## src/rtl/pipe_stage_hs.sv

```systemverilog
// pipe_stage_hs: reusable pipeline stage register with valid/ready handshake,
// synchronous flush and a saturating downstream stall-cycle counter.
// Build option: define PIPE_SKID_EN for a 2-entry skid buffer with a registered
// in_ready. Without it the stage is a single register with combinational
// in_ready.
module pipe_stage_hs #(
  parameter int unsigned WIDTH = 224,
  parameter int unsigned CNT_W = 16
) (
  input  logic             clk,
  input  logic             reset,
  input  logic             flush,
  input  logic             in_valid,
  output logic             in_ready,
  input  logic [WIDTH-1:0] in_data,
  output logic             out_valid,
  input  logic             out_ready,
  output logic [WIDTH-1:0] out_data,
  output logic [1:0]       occupancy,
  output logic [CNT_W-1:0] stall_cnt
);

  localparam int unsigned OccW = 2;

`ifdef PIPE_SKID_EN
  typedef enum logic [1:0] {EMPTY = 2'd0, FULL = 2'd1, SKID = 2'd2} stateT;
`else
  typedef enum logic [1:0] {EMPTY = 2'd0, FULL = 2'd1} stateT;
`endif

  stateT            stateQ, stateD;
  logic [WIDTH-1:0] mainQ, mainD;
  logic             validQ, validD;
  logic [CNT_W-1:0] stallQ;
`ifdef PIPE_SKID_EN
  logic [WIDTH-1:0] skidQ, skidD;
  logic             readyQ, readyD;
  logic [OccW-1:0]  occQ, occD;
`endif

  // Next-state, next-payload and registered-output decode; flush overrides all.
  always_comb begin
    stateD = stateQ;
    mainD  = mainQ;
`ifdef PIPE_SKID_EN
    skidD  = skidQ;
`endif
    case (stateQ)
      EMPTY: begin
        if (in_valid) begin
          stateD = FULL;
          mainD  = in_data;
        end
      end
`ifdef PIPE_SKID_EN
      FULL: begin
        if (in_valid && out_ready) begin
          mainD = in_data;
        end else if (in_valid) begin
          stateD = SKID;
          skidD  = in_data;
        end else if (out_ready) begin
          stateD = EMPTY;
        end
      end
      SKID: begin
        // Input is refused here, so the skid entry simply moves up.
        if (out_ready) begin
          stateD = FULL;
          mainD  = skidQ;
        end
      end
`else
      FULL: begin
        // Without skid storage an input is only taken when the head leaves.
        if (out_ready) begin
          if (in_valid) begin
            mainD = in_data;
          end else begin
            stateD = EMPTY;
          end
        end
      end
`endif
      default: stateD = EMPTY;
    endcase

    if (flush) begin
      stateD = EMPTY;
      mainD  = '0;
`ifdef PIPE_SKID_EN
      skidD  = '0;
`endif
    end

    validD = (stateD != EMPTY);
`ifdef PIPE_SKID_EN
    readyD = (stateD != SKID);
    occD   = (stateD == SKID) ? OccW'(2) : ((stateD == FULL) ? OccW'(1) : OccW'(0));
`endif
  end

  // State register.
  always_ff @(posedge clk or negedge reset) begin
    if (!reset) begin
      stateQ <= EMPTY;
    end else begin
      stateQ <= stateD;
    end
  end

  // Payload storage and registered handshake/occupancy outputs.
  always_ff @(posedge clk or negedge reset) begin
    if (!reset) begin
      mainQ  <= '0;
      validQ <= 1'b0;
`ifdef PIPE_SKID_EN
      skidQ  <= '0;
      readyQ <= 1'b1;
      occQ   <= '0;
`endif
    end else begin
      mainQ  <= mainD;
      validQ <= validD;
`ifdef PIPE_SKID_EN
      skidQ  <= skidD;
      readyQ <= readyD;
      occQ   <= occD;
`endif
    end
  end

  // Saturating count of cycles where a held payload waits on downstream.
  always_ff @(posedge clk or negedge reset) begin
    if (!reset) begin
      stallQ <= '0;
    end else if (validQ && !out_ready && (stallQ != {CNT_W{1'b1}})) begin
      stallQ <= stallQ + CNT_W'(1);
    end
  end

  assign out_valid = validQ;
  assign out_data  = mainQ;
  assign stall_cnt = stallQ;

`ifdef PIPE_SKID_EN
  assign in_ready  = readyQ;
  assign occupancy = occQ;
`else
  assign in_ready  = ~validQ | out_ready;
  assign occupancy = {1'b0, validQ};
`endif

endmodule

```

## config.mk

```make
export PLATFORM = sky130hd
export DESIGN_NAME = pipe_stage_hs
export DESIGN_NICKNAME = d
export VERILOG_FILES = /design/src/rtl/pipe_stage_hs.sv
export SDC_FILE = /design/constraint.sdc
export NUM_CORES = 1
export LEC_CHECK = 0
export BUFFER_PORTS_ARGS = -buffer_cell sky130_fd_sc_hd__buf_2
export CELL_PAD_IN_SITES_DETAIL_PLACEMENT = 1
export CELL_PAD_IN_SITES_GLOBAL_PLACEMENT = 2
export CORE_AREA = 2 2 186 188
export CTS_BUF_LIST = sky130_fd_sc_hd__clkbuf_4 sky130_fd_sc_hd__clkbuf_8 sky130_fd_sc_hd__clkbuf_16
export DETAILED_ROUTE_END_ITERATION = 8
export DIE_AREA = 0 0 188 190
export GPL_TIMING_DRIVEN = 0
export PLACE_DENSITY = 0.73
export SLEW_MARGIN = 20
export SYNTH_ARGS = -nofsm -noshare
export SYNTH_HDL_FRONTEND = slang
export SYNTH_SLANG_ARGS = --single-unit
```

## constraint.sdc

```tcl
create_clock -name clk -period 2.2 [get_ports clk]
set_input_delay 0.22 -clock clk [delete_from_list [all_inputs] [get_ports clk]]
set_output_delay 0.22 -clock clk [all_outputs]
set_load 0.01 [all_outputs]
```

==> key figures, run 1 <==
Power and ir drop
  • Peak VDD IR: 0.000496 V
  • Overall power: 11.9 mW
  • LEAKAGE: 8.19 nW
  • PwrDens: 785 nW/um2

CTS
  • CTS Root Cell: clkbuf_16
  • Clock Latency Late Sink: 540 ps
  • H-tree depth: 1
  • Post-CTS resize count: 0
  • CTS Sinks: 243
  • CTS tree: built
  • Clock slew at reported path FFs: ~60 ps
  • Clock Path Buffers: 3
  • TritonCTS Buffers: 29

Floorplanning
  • Core Rows: 68
  • Height of the die: between 150 and 200 um
  • Core footprint: 33900 um2
  • # IOs: 473
  • Die footprint: approximately 36000 um2
  • Starting density of the core: about 26%
  • Die X: 188 um

GRT
  • Largest net degree at the start of global routing: 98
  • Grt ovf: 0
  • Vias in the first global route: about 9500
  • GRT Util Overall: 19.7%
  • First-pass GRT wire length: 56.0 mm
  • Initial antenna violation count: 6

Finish
  • Final core occ: between 40% and 50%
  • Share of layout cells above drive strength 1: 42.6%
  • Layout area overhead: 72.9%
  • Number of fillers in the final layout: ~3700
  • Seq. cell area: between 6000 and 7000 um2
  • Area occupied by multi-input gates: 2430 um2
  • Nets: 1551

Critical path
  • Critical path launch point type: flop
  • Cell family with most CP delay: buffers and inverters
  • Crit. End Element: flop
  • Most frequent CP cell: buf_2
  • Buffers & Inverters on Critical Path: 2
  • CP required: 2660 ps
  • CP peak stage delay: 420 ps
  • Slowest CP cell: nor3_4
  • CP arrival: 2410 ps
  • Critical path type: flop to flop
  • Crit path max fanout: 10
  • CP cell instances: nand2b_2 -> nand2_1 -> nor3_4 -> buf_2 -> buf_2 -> a22o_1

Detailed routing
  • Average wire per standard cell: 20.1 um
  • Vias: 8435
  • DR vias/cell: 4.68
  • Final WL: 36.3 mm
  • Remaining routing DRC violations: 0
  • First-pass DRT Iterations: 4
  • DRT iter0 DRCs: 247
  • Post-DRT Antenna Nets: 0

STA
  • Post-route clock period utilization: around nine tenths
  • Final Hold Viols: 0
  • Unrepaired setup endpoints after global routing: no
  • Max transition margin: between 60% and 70%
  • Crit path time final: 1950 ps
  • Slew @ Worst Pin: about 530 ps
  • Final Max Tran Viols: 0
  • Final setup fails: 0
  • Max Clock Freq: 512 MHz
  • Fin Clk Skew: 14.7 ps

Yosys
  • Syn Inst Count: ~590
  • Synthesized flop and latch total: 243
  • Synth top area share: between 60 and 70%
  • Average size of a mapped cell: 14.9 um2
  • Synth top area cells: dfrtp_1 (69%), a22o_1 (22%), buf_2 (2.1%)
  • Cell area after synthesis: 8770 um2
  • Register area share after synthesis: between 60% and 70%
  • Syn. warnings: 0
  • Yosys cell types: 33
  • Leading area contributor after synthesis: dfrtp_1

Placed design
  • Port Buffer Count: 471
  • RePlAce Congestion: 0.773
  • HPWL after DPL: roughly 23 mm

Hold path
  • HP Class: input port to flop

Status
  • Status: complete, no violations

Flow run
  • Max cap viols: 0
-- worst reg2reg max path, cell delays in order (launching register included) --
cell	delay [ps]
dfrtp_1	370
nand2b_2	120
nand2_1	100
nor3_4	420
buf_2	360
buf_2	310
a22o_1	210
-- cell usage after synthesis --
master      n
dfrtp_1   243
a22o_1    224
buf_2      36
clkbuf_1   13
nand2_1     8
xor2_1      6
and4_1      5
nand3_1     5
nand4_1     5
a21oi_1     4
and3_1      4
nor3_1      4
xnor2_1     4
inv_1       3
nor2_1      3
a211oi_1    2
buf_4       2
mux2_2      2
a31oi_1     1
a31oi_4     1
a41oi_1     1
and4_4      1
and4bb_2    1
clkbuf_2    1
conb_1      1
ha_1        1
nand2b_2    1
nor2b_1     1
nor3_2      1
nor3_4      1
o211ai_1    1
o21a_1      1
o21ai_0     1
-- state kept, by name, indices dropped and copies added (netlist names) --
register   cells
out_valid      1
stall_cnt     16
out_data     224
stateQ         2
-- path summary, 6_finish.rpt --
| kind | from | end | slack, ps | cells past startpoint |
|---|---|---|---|---|
| setup / recovery | stateQ[0]$_DFF_PN0_ | out_data[113]$_DFFE_PN0P_ | 250 | 6 |
| hold / removal | out_ready | out_valid$_DFF_PN0_ | 70 | 3 |
| setup reg to reg | stateQ[0]$_DFF_PN0_ | out_data[113]$_DFFE_PN0P_ | 250 | 6 |
| hold reg to reg | stall_cnt[11]$_DFFE_PN0P_ | stall_cnt[11]$_DFFE_PN0P_ | 490 | 1 |
| max in group asynchronous | reset | out_data[16]$_DFFE_PN0P_ | 1070 | 3 |
| min in group asynchronous | reset | out_data[159]$_DFFE_PN0P_ | 220 | 2 |
-- cells in the final DEF (no fill, tap or decap), types with 3 or more instances in the layout --
cell type,netlist,routed
a21oi_1,4,4
a22o_1,224,224
and3_1,4,4
and4_1,5,5
buf_2,36,506
bufinv_16,0,8
clkbuf_1,13,13
clkbuf_16,0,29
clkbuf_8,0,5
clkinv_2,0,6
dfrtp_1,243,243
diode_2,0,5
dlygate4sd3_1,0,228
inv_1,3,3
nand2_1,8,8
nand3_1,5,5
nand4_1,5,5
nor2_1,3,3
nor3_1,4,4
xnor2_1,4,4
xor2_1,6,6
-- timing repair --
item                                    CTS  global route
hold buffers                            228             0
endpoints found under the hold margin   289             0
buffers inserted                          0             0
endpoints found under the setup margin    0             0
-- layout make-up --
cell class,instances,area share [%]
antenna,5,0.0825
buffer,52,1.64
clock buffer,35,5.29
clock inverter,17,1.97
inverter,3,0.0743
multi-input combinational,291,16.1
sequential,243,40.1
tap,455,3.75
timing repair buffer,701,31.0
-- through the flow --
step	cell area [um2]	hold slack, ps	worst slack (ps)	cells	TNS (ps)
after global routing	15200	72.2	65.2	1800	0
after CTS	15200	50.7	124	1797	0
after floorplan	8780	-75.6	546	589	0
after detailed placement	11800	208	132	1517	0
after global placement	11700	437	-3620	1515	-871620
final	15200	73.0	247	1802	0
-- where the power goes --
part,switching (mW),internal (mW),leakage [nW]
Combinational,0.754,0.779,4.34
Sequential,0.166,4.70,3.30
Clock,1.98,3.53,0.549
Total,2.90,9.01,8.19
-- cells by family (layout without fill, tap and decap cells) --
logic type	Yosys count	in the layout	synth area share, %
AO/OA/AOI/OAI	236	236	23.4
other	1	7	0.0427
XOR/XNOR	10	10	0.998
flip-flops	243	243	69.3
buffers and inverters	55	808	2.97
multiplexers	2	2	0.257
AND/OR/NAND/NOR	40	40	2.87
adder cells (fa/ha/maj)	1	1	0.143
-- metal layers --
metal,up-vias,part of all wire (%),global-route usage (%),wire [um]
met5,-,0.044,0,16
met4,2,3.5,7.57,1260
met3,85,6.5,4.74,2370
met2,374,50,34.4,18200
met1,4232,40,23.5,14400
li1,3742,-,-,-
Note: power is estimated with default switching activity, not from simulation.
==> inputs of run 2 (changes only) <==
--- a/config.mk
+++ b/config.mk
@@ -8,12 +8,13 @@
 export BUFFER_PORTS_ARGS = -buffer_cell sky130_fd_sc_hd__buf_2
 export CELL_PAD_IN_SITES_DETAIL_PLACEMENT = 1
 export CELL_PAD_IN_SITES_GLOBAL_PLACEMENT = 2
-export CORE_AREA = 2 2 186 188
+export CORE_MARGIN = 2
+export CORE_UTILIZATION = 25
 export CTS_BUF_LIST = sky130_fd_sc_hd__clkbuf_4 sky130_fd_sc_hd__clkbuf_8 sky130_fd_sc_hd__clkbuf_16
 export DETAILED_ROUTE_END_ITERATION = 8
-export DIE_AREA = 0 0 188 190
 export GPL_TIMING_DRIVEN = 0
 export PLACE_DENSITY = 0.73
+export REMOVE_ABC_BUFFERS = 1
 export SLEW_MARGIN = 20
 export SYNTH_ARGS = -nofsm -noshare
 export SYNTH_HDL_FRONTEND = slang
==> constraint.sdc (replaced) <==
create_clock -name clk -period 1.65 [get_ports clk]
set_input_delay 0.165 -clock clk [delete_from_list [all_inputs] [get_ports clk]]
set_output_delay 0.165 -clock clk [all_outputs]
set_load 0.01 [all_outputs]
==> run 2 against run 1 <==
Compared with the run above: hold slack improved by 40 ps; clock skew shrank 5.5 ps; critical path type unchanged; fmax rose by 23%; critical path depth increased by 1; worst setup slack lost 190 ps; register-to-register slack worse by 190 ps.
==> key figures, run 2 (same netlist as run 1, synthesis figures left out) <==
GRT
  • Vias in the first global route: 9253 (-2.4%)
  • Largest net degree at the start of global routing: 95 (-3.1%)
  • First-pass GRT wire length: 55.2 mm (-1.4%)
  • GRT Util Overall: 19.3% (-0.41 points)
  • Met2 Track Usage GR: 35.3% (+0.85 points)
  • Initial antenna violation count: 2 (-4)
  • Grt ovf: 0 (unchanged)
  • GRT Max-Usage Layer: met2
  • Met1 usage: 22.1% (-1.4 points)
  • Met3 Resource Use GR: 4.66% (-0.078 points)

Power and ir drop
  • LEAKAGE: 8.40 nW (+2.7%)
  • Net Sw Frac: 25.4% (+1.1 points)
  • Psw: 3.83 mW (+32%)
  • Peak VDD IR: 0.000675 V (+36%)
  • Comb power frac: 15.5% (+2.6 points)
  • Clock power frac: 41.4% (-4.8 points)
  • Sequential Power Share: 43.2% (+2.3 points)
  • PwrDens: 956 nW/um2 (+22%)
  • Internal power: 11.2 mW (+25%)

Placed design
  • HPWL after DPL: 22.5 mm (-3.9%)
  • RePlAce Congestion: 0.738 (-4.5%)
  • DP Area: 12000 um2 (+2.1%)
  • Port Buffer Count: 471 (unchanged)

Detailed routing
  • DR vias/cell: 4.70 (+0.38%)
  • First-pass DRT Iterations: 4 (unchanged)
  • Post-DRT Antenna Nets: 0 (unchanged)
  • Vias: 8448 (+0.15%)
  • Remaining routing DRC violations: 0 (unchanged)
  • DRT iter0 DRCs: 242 (-2.0%)
  • Average wire per standard cell: 21.2 um (+5.0%)
  • Final WL: 38.0 mm (+4.8%)

STA
  • Unrepaired setup endpoints after global routing: yes
  • Setup tns final: 0 ps (unchanged)
  • Max transition margin: 61.2% (-3.6 points)
  • Final Hold Viols: 0 (unchanged)
  • Final setup fails: 0 (unchanged)
  • Slew @ Worst Pin: 583 ps (+53.3 ps)
  • Hold slack: 113 ps (+39.8 ps)
  • Post-route clock period utilization: 96.6% (+7.8 points)
  • Fin Clk Skew: 9.21 ps (-5.48 ps)
  • Final Max Tran Viols: 0 (unchanged)
  • Max Clock Freq: 627 MHz (+23%)
  • Crit path time final: 1590 ps (-359 ps)

Flow run
  • Max cap viols: 0 (unchanged)

Hold path
  • Hold path depth: 4 (+1)
  • HP Start: out_ready
  • Hold Path End: out_valid$_DFF_PN0_
  • HP Class: input port to flop

CTS
  • CTS Root Cell: clkbuf_16
  • CTS Sinks: 243 (unchanged)
  • Clock Latency Late Sink: 540 ps (about the same)
  • H-tree depth: 1 (unchanged)
  • Clock slew at reported path FFs: 60 ps (about the same)
  • TritonCTS Buffers: 28 (-3.4%)
  • Clock Path Buffers: 3 (unchanged)
  • CTS tree: built

Finish
  • Commonest non-fill, non-tap cell in the layout: buf_2
  • Layout area overhead: 79.7%
  • Largest register FFs: 224 (unchanged)
  • Nets: 1552 (+0.064%)
  • Share of layout cells above drive strength 1: 44.2% (+1.6 points)
  • Commonest non-fill, non-tap cells in the layout: buf_2 (470), dfrtp_1 (241), dlygate4sd3_1 (228), a22o_1 (224), clkbuf_16 (35)
  • Design area: 15800 um2 (+3.9%)

Floorplanning
  • Die footprint: 36600 um2 (+2.5%)
  • Core footprint: 34500 um2 (+1.8%)
  • Core Rows: 68 (unchanged)
  • # IOs: 473 (unchanged)
  • Height of the die: 191 um (+0.69%)
  • Die X: 191 um (+1.8%)
  • Starting density of the core: 25.4% (-0.45 points)

Status
  • Status: complete, no violations

Critical path
  • CP required: 2120 ps (-540 ps)
  • Critical path type: flop to flop
  • Reg2Reg Depth: 7 (+1)
  • Crit path max fanout: 9 (-1)
  • R2R setup slack: 60 ps (-190 ps)
  • Crit. End Element: flop
  • RR Endpoint: out_data[207]$_DFFE_PN0P_
  • CP arrival: 2070 ps (-340 ps)
  • Critical path launch point type: flop
  • Worst R2R Start: stateQ[0]$_DFF_PN0_
==> run 2: power groups by stage <==
stage	Combinational [mW]	Sequential, mW	Clock, mW
4_1_cts	2.23	6.48	6.41
2_1_floorplan	0.447	6.72	0
5_1_grt	2.50	6.54	6.66
3_3_place_gp	1.52	6.58	0
3_5_place_dp	1.67	6.59	0
6_report	2.33	6.50	6.23
==> run 2: repair_timing <==
item                       CTS  global route
hold buffers               228             0
cloned                       6             5
setup buffers               14            10
pin swaps                    2             5
setup endpoints to repair  184           139
resized for setup           19            14
hold endpoints to repair   294             0
==> run 2: worst max path at each step <==
stage | slack, ps | depth (start not counted) | to | start
2_1_floorplan | -3200 | 4 | out_data[0]$_DFFE_PN0P_ | stateQ[0]$_DFF_PN0_
3_3_place_gp | -5850 | 4 | out_data[53]$_DFFE_PN0P_ | stateQ[0]$_DFF_PN0_
3_5_place_dp | -490 | 8 | out_data[53]$_DFFE_PN0P_ | out_ready
4_1_cts | -2 | 6 | out_data[123]$_DFFE_PN0P_ | stateQ[0]$_DFF_PN0_
5_1_grt | -50 | 7 | out_data[207]$_DFFE_PN0P_ | stateQ[0]$_DFF_PN0_
6_report | 60 | 7 | out_data[207]$_DFFE_PN0P_ | stateQ[0]$_DFF_PN0_
==> run 2: critical path, cell delays in order (launching register included) <==
cell      delay, ps
dfrtp_1         390
nand2b_4        100
nand2_2          70
nor3_4          280
buf_8           210
buf_16          160
buf_12          130
a22o_1          160
==> run 2: stage by stage <==
| stage | util [%] | power [mW] | cells | worst slack [ps] |
|---|---|---|---|---|
| after global placement | 33.2 | 8.10 | 1463 | -5850 |
| after detailed placement | 34.8 | 8.26 | 1490 | -493 |
| after CTS | 45.0 | 15.1 | 1783 | -1.87 |
| final | 45.6 | 15.1 | 1798 | 56.0 |
| after floorplan | - | 7.17 | 537 | -3200 |
| after global routing | 45.6 | 15.7 | 1798 | -52.9 |
==> run 2: layer usage <==
| layer | wire length [um] | vias to the layer above |
|---|---|---|
| li1 | - | 3737 |
| met1 | 14700 | 4259 |
| met2 | 19700 | 377 |
| met3 | 2650 | 75 |
| met4 | 1050 | 0 |
| met5 | 0 | - |
==> run 2: final cells by class <==
cell class / count / area, um2
timing repair buffer: 755 / 5700
tap: 455 / 569
clock buffer: 44 / 895
multi-input combinational: 291 / 2470
sequential: 243 / 6080
clock inverter: 5 / 31.3
fill: 3688 / 18800
inverter: 3 / 11.3
antenna: 2 / 5.00
==> inputs of run 3 (changes only) <==
--- a/config.mk
+++ b/config.mk
@@ -8,10 +8,10 @@
 export BUFFER_PORTS_ARGS = -buffer_cell sky130_fd_sc_hd__buf_2
 export CELL_PAD_IN_SITES_DETAIL_PLACEMENT = 1
 export CELL_PAD_IN_SITES_GLOBAL_PLACEMENT = 2
-export CORE_MARGIN = 2
-export CORE_UTILIZATION = 25
+export CORE_AREA = 2 2 186 188
 export CTS_BUF_LIST = sky130_fd_sc_hd__clkbuf_4 sky130_fd_sc_hd__clkbuf_8 sky130_fd_sc_hd__clkbuf_16
 export DETAILED_ROUTE_END_ITERATION = 8
+export DIE_AREA = 0 0 188 190
 export GPL_TIMING_DRIVEN = 0
 export PLACE_DENSITY = 0.73
 export REMOVE_ABC_BUFFERS = 1
==> constraint.sdc (replaced) <==
create_clock -name clk -period 1.6 [get_ports clk]
set_input_delay 0.16 -clock clk [delete_from_list [all_inputs] [get_ports clk]]
set_output_delay 0.16 -clock clk [all_outputs]
set_load 0.01 [all_outputs]
==> run 3 against run 2 <==
Compared with the run above: the flow now finishes with violations (setup timing); total power grew 5.6%; clock power grew 7.1%; highest routed layer unchanged; critical path type unchanged; worst setup slack lost 100 ps; via count grew 2.3%; global-route usage grew 0.93 points; fmax shrank 3.0%; die area shrank 2.4%; non-clock buffer count grew 28; sequential cell count is the same.
==> key figures, run 3 (same netlist as run 1, synthesis figures left out) <==
GRT
  • Initial antenna violation count: 3 (+1)
  • Met2 Track Usage GR: 36.4% (+1.2 points)
  • GRT Util Overall: 20.2% (+0.93 points)
  • Largest net degree at the start of global routing: 95 (unchanged)
  • Grt ovf: 0 (unchanged)
  • First-pass GRT wire length: 56.7 mm (+2.8%)
  • Met1 usage: 23.3% (+1.3 points)
  • Met3 Resource Use GR: 5.13% (+0.47 points)
  • GRT Max-Usage Layer: met2
  • Vias in the first global route: 9414 (+1.7%)

Flow run
  • Max cap viols: 0 (unchanged)

Power and ir drop
  • PwrDens: 989 nW/um2 (+3.4%)
  • Net Sw Frac: 25.3% (-0.10 points)
  • Internal power: 11.9 mW (+5.8%)
  • Overall power: 15.9 mW (+5.6%)
  • Psw: 4.03 mW (+5.2%)
  • Peak VDD IR: 0.000686 V (+1.7%)
  • Sequential Power Share: 42.2% (-1.0 points)
  • LEAKAGE: 8.61 nW (+2.4%)
  • Clock power frac: 41.9% (+0.5 points)
  • Comb power frac: 15.9% (+0.4 points)

STA
  • Max transition margin: 63.2% (+2.1 points)
  • Final Max Tran Viols: 0 (unchanged)
  • Final setup fails: 6 (+6)
  • Crit path time final: 1640 ps (+50.1 ps)
  • Final Hold Viols: 0 (unchanged)
  • Fin Clk Skew: 15.1 ps (+5.89 ps)
  • Max Clock Freq: 608 MHz (-3.0%)
  • PnR worst setup slack: -44.0 ps (-100 ps)
  • Unrepaired setup endpoints after global routing: yes
  • Slew @ Worst Pin: 551 ps (-31.4 ps)
  • Post-route clock period utilization: 103% (+6.1 points)

Finish
  • Commonest non-fill, non-tap cell in the layout: buf_2
  • Commonest non-fill, non-tap cells in the layout: buf_2 (470), dfrtp_1 (240), dlygate4sd3_1 (227), a22o_1 (224), buf_4 (39)
  • Share of layout cells above drive strength 1: 45.6% (+1.4 points)
  • Nets: 1580 (+1.8%)
  • Largest register FFs: 224 (unchanged)
  • Final core occ: 47.4% (+1.8 points)
  • Layout area overhead: 83.5%
  • Design area: 16100 um2 (+2.2%)

CTS
  • Clock slew at reported path FFs: 60 ps (about the same)
  • CTS Root Cell: clkbuf_16
  • Clock Latency Late Sink: 550 ps (about the same)
  • TritonCTS Buffers: 28 (unchanged)
  • CTS tree: built
  • H-tree depth: 1 (unchanged)
  • CTS Sinks: 243 (unchanged)
  • Clock Path Buffers: 3 (unchanged)

Critical path
  • Critical path type: flop to flop
  • Crit path max fanout: 13 (+4)
  • CP required: 2020 ps (-100 ps)
  • Reg2Reg Depth: 7 (unchanged)
  • R2R setup slack: -40 ps (-100 ps)
  • CP arrival: 2070 ps (about the same)
  • Worst R2R Start: stateQ[0]$_DFF_PN0_
  • RR Endpoint: out_data[127]$_DFFE_PN0P_
  • Crit. End Element: flop
  • Critical path launch point type: flop

Status
  • Status: finished with violations
  • Violated checks: setup timing

Detailed routing
  • Average wire per standard cell: 21.5 um (+1.5%)
  • DRT iter0 DRCs: 206 (-15%)
  • Post-DRT Antenna Nets: 0 (unchanged)
  • DR vias/cell: 4.73 (+0.65%)
  • Final WL: 39.3 mm (+3.2%)
  • First-pass DRT Iterations: 4 (unchanged)
  • Remaining routing DRC violations: 0 (unchanged)
  • Vias: 8645 (+2.3%)

Hold path
  • HP Class: input port to flop
  • HP Start: out_ready
  • Hold Path End: stall_cnt[0]$_DFFE_PN0P_
  • Hold path depth: 5 (+1)

Placed design
  • DP Area: 12000 um2 (about the same)
  • Port Buffer Count: 471 (unchanged)
  • RePlAce Congestion: 0.732 (-0.84%)
  • HPWL after DPL: 21.5 mm (-4.5%)

Floorplanning
  • Die footprint: 35700 um2 (-2.4%)
  • Height of the die: 190 um (-0.69%)
  • Die X: 188 um (-1.7%)
  • # IOs: 473 (unchanged)
  • Starting density of the core: 25.8% (+0.45 points)
  • Core footprint: 33900 um2 (-1.7%)
  • Core Rows: 68 (unchanged)
## run 3: changes by cell type in the layout (fill, tap and decap cells not counted), moves of 2 or more
cell,previous run,this run
clkbuf_8,9,5
clkinv_2,3,11
bufinv_16,0,3
clkbuf_16,35,38
buf_4,19,39
bufbuf_16,6,4
buf_16,9,12
buf_6,0,5
clkbuf_4,6,2
## run 3: cell type report
class                           instances  area, um2
Sequential cell                       243       6080
Inverter                                3       11.3
Timing Repair Buffer                  783       5980
Multi-Input combinational cell        291       2500
Clock inverter                         14        145
Tap cell                              455        569
Fill cell                            3612      17800
Antenna cell                            3       7.51
Clock buffer                           36        810
## run 3: per-layer routing
layer	part of all wire (%)	wire (um)
met1	38	15000
met2	52	20500
met3	6.5	2550
met4	3.2	1260
met5	0	0
## run 3: critical path: stages, from the launching register on
cell       delay, ps
dfrtp_1          400
nand2b_4         110
a31oi_4          120
clkbuf_16        190
buf_16           130
buf_16           150
buf_16           150
a22o_1           260
## run 3: how the worst max path moves through the flow
stage	endpoint	cells past startpoint	from	slack, ps
2_1_floorplan	out_data[0]$_DFFE_PN0P_	4	stateQ[0]$_DFF_PN0_	-3250
3_5_place_dp	out_data[12]$_DFFE_PN0P_	9	out_ready	-760
3_3_place_gp	out_data[164]$_DFFE_PN0P_	4	stateQ[0]$_DFF_PN0_	-6020
6_report	out_data[127]$_DFFE_PN0P_	7	stateQ[0]$_DFF_PN0_	-40
5_1_grt	out_data[127]$_DFFE_PN0P_	7	stateQ[0]$_DFF_PN0_	-80
4_1_cts	out_data[119]$_DFFE_PN0P_	7	stateQ[0]$_DFF_PN0_	0.2
## run 3: what timing repair did
item                                    CTS  global route
hold endpoints to repair                289             0
endpoints found under the setup margin  222           174
buffers inserted                         24            26
cloned                                    7             8
resized for setup                        28            15
hold buffers                            228             0
pin swaps                                23            30
## run 3: power by group through the flow
| stage | clock network [mW] | logic (mW) | registers (mW) |
|---|---|---|---|
| 2_1_floorplan | 0 | 0.461 | 6.93 |
| 3_3_place_gp | 0 | 1.56 | 6.79 |
| 3_5_place_dp | 0 | 1.72 | 6.79 |
| 4_1_cts | 6.82 | 2.36 | 6.68 |
| 5_1_grt | 7.09 | 2.70 | 6.76 |
| 6_report | 6.67 | 2.53 | 6.72 |
## run 3: stage by stage
stage	TNS [ps]	hold slack (ps)	instances	setup slack, ps
after floorplan	-728940	-136	537	-3250
after global routing	-1460	119	1828	-79.4
final	-123	131	1828	-44.0
after CTS	0	72.8	1793	0.167
after detailed placement	-79250	167	1488	-762
after global placement	-2347280	376	1463	-6020
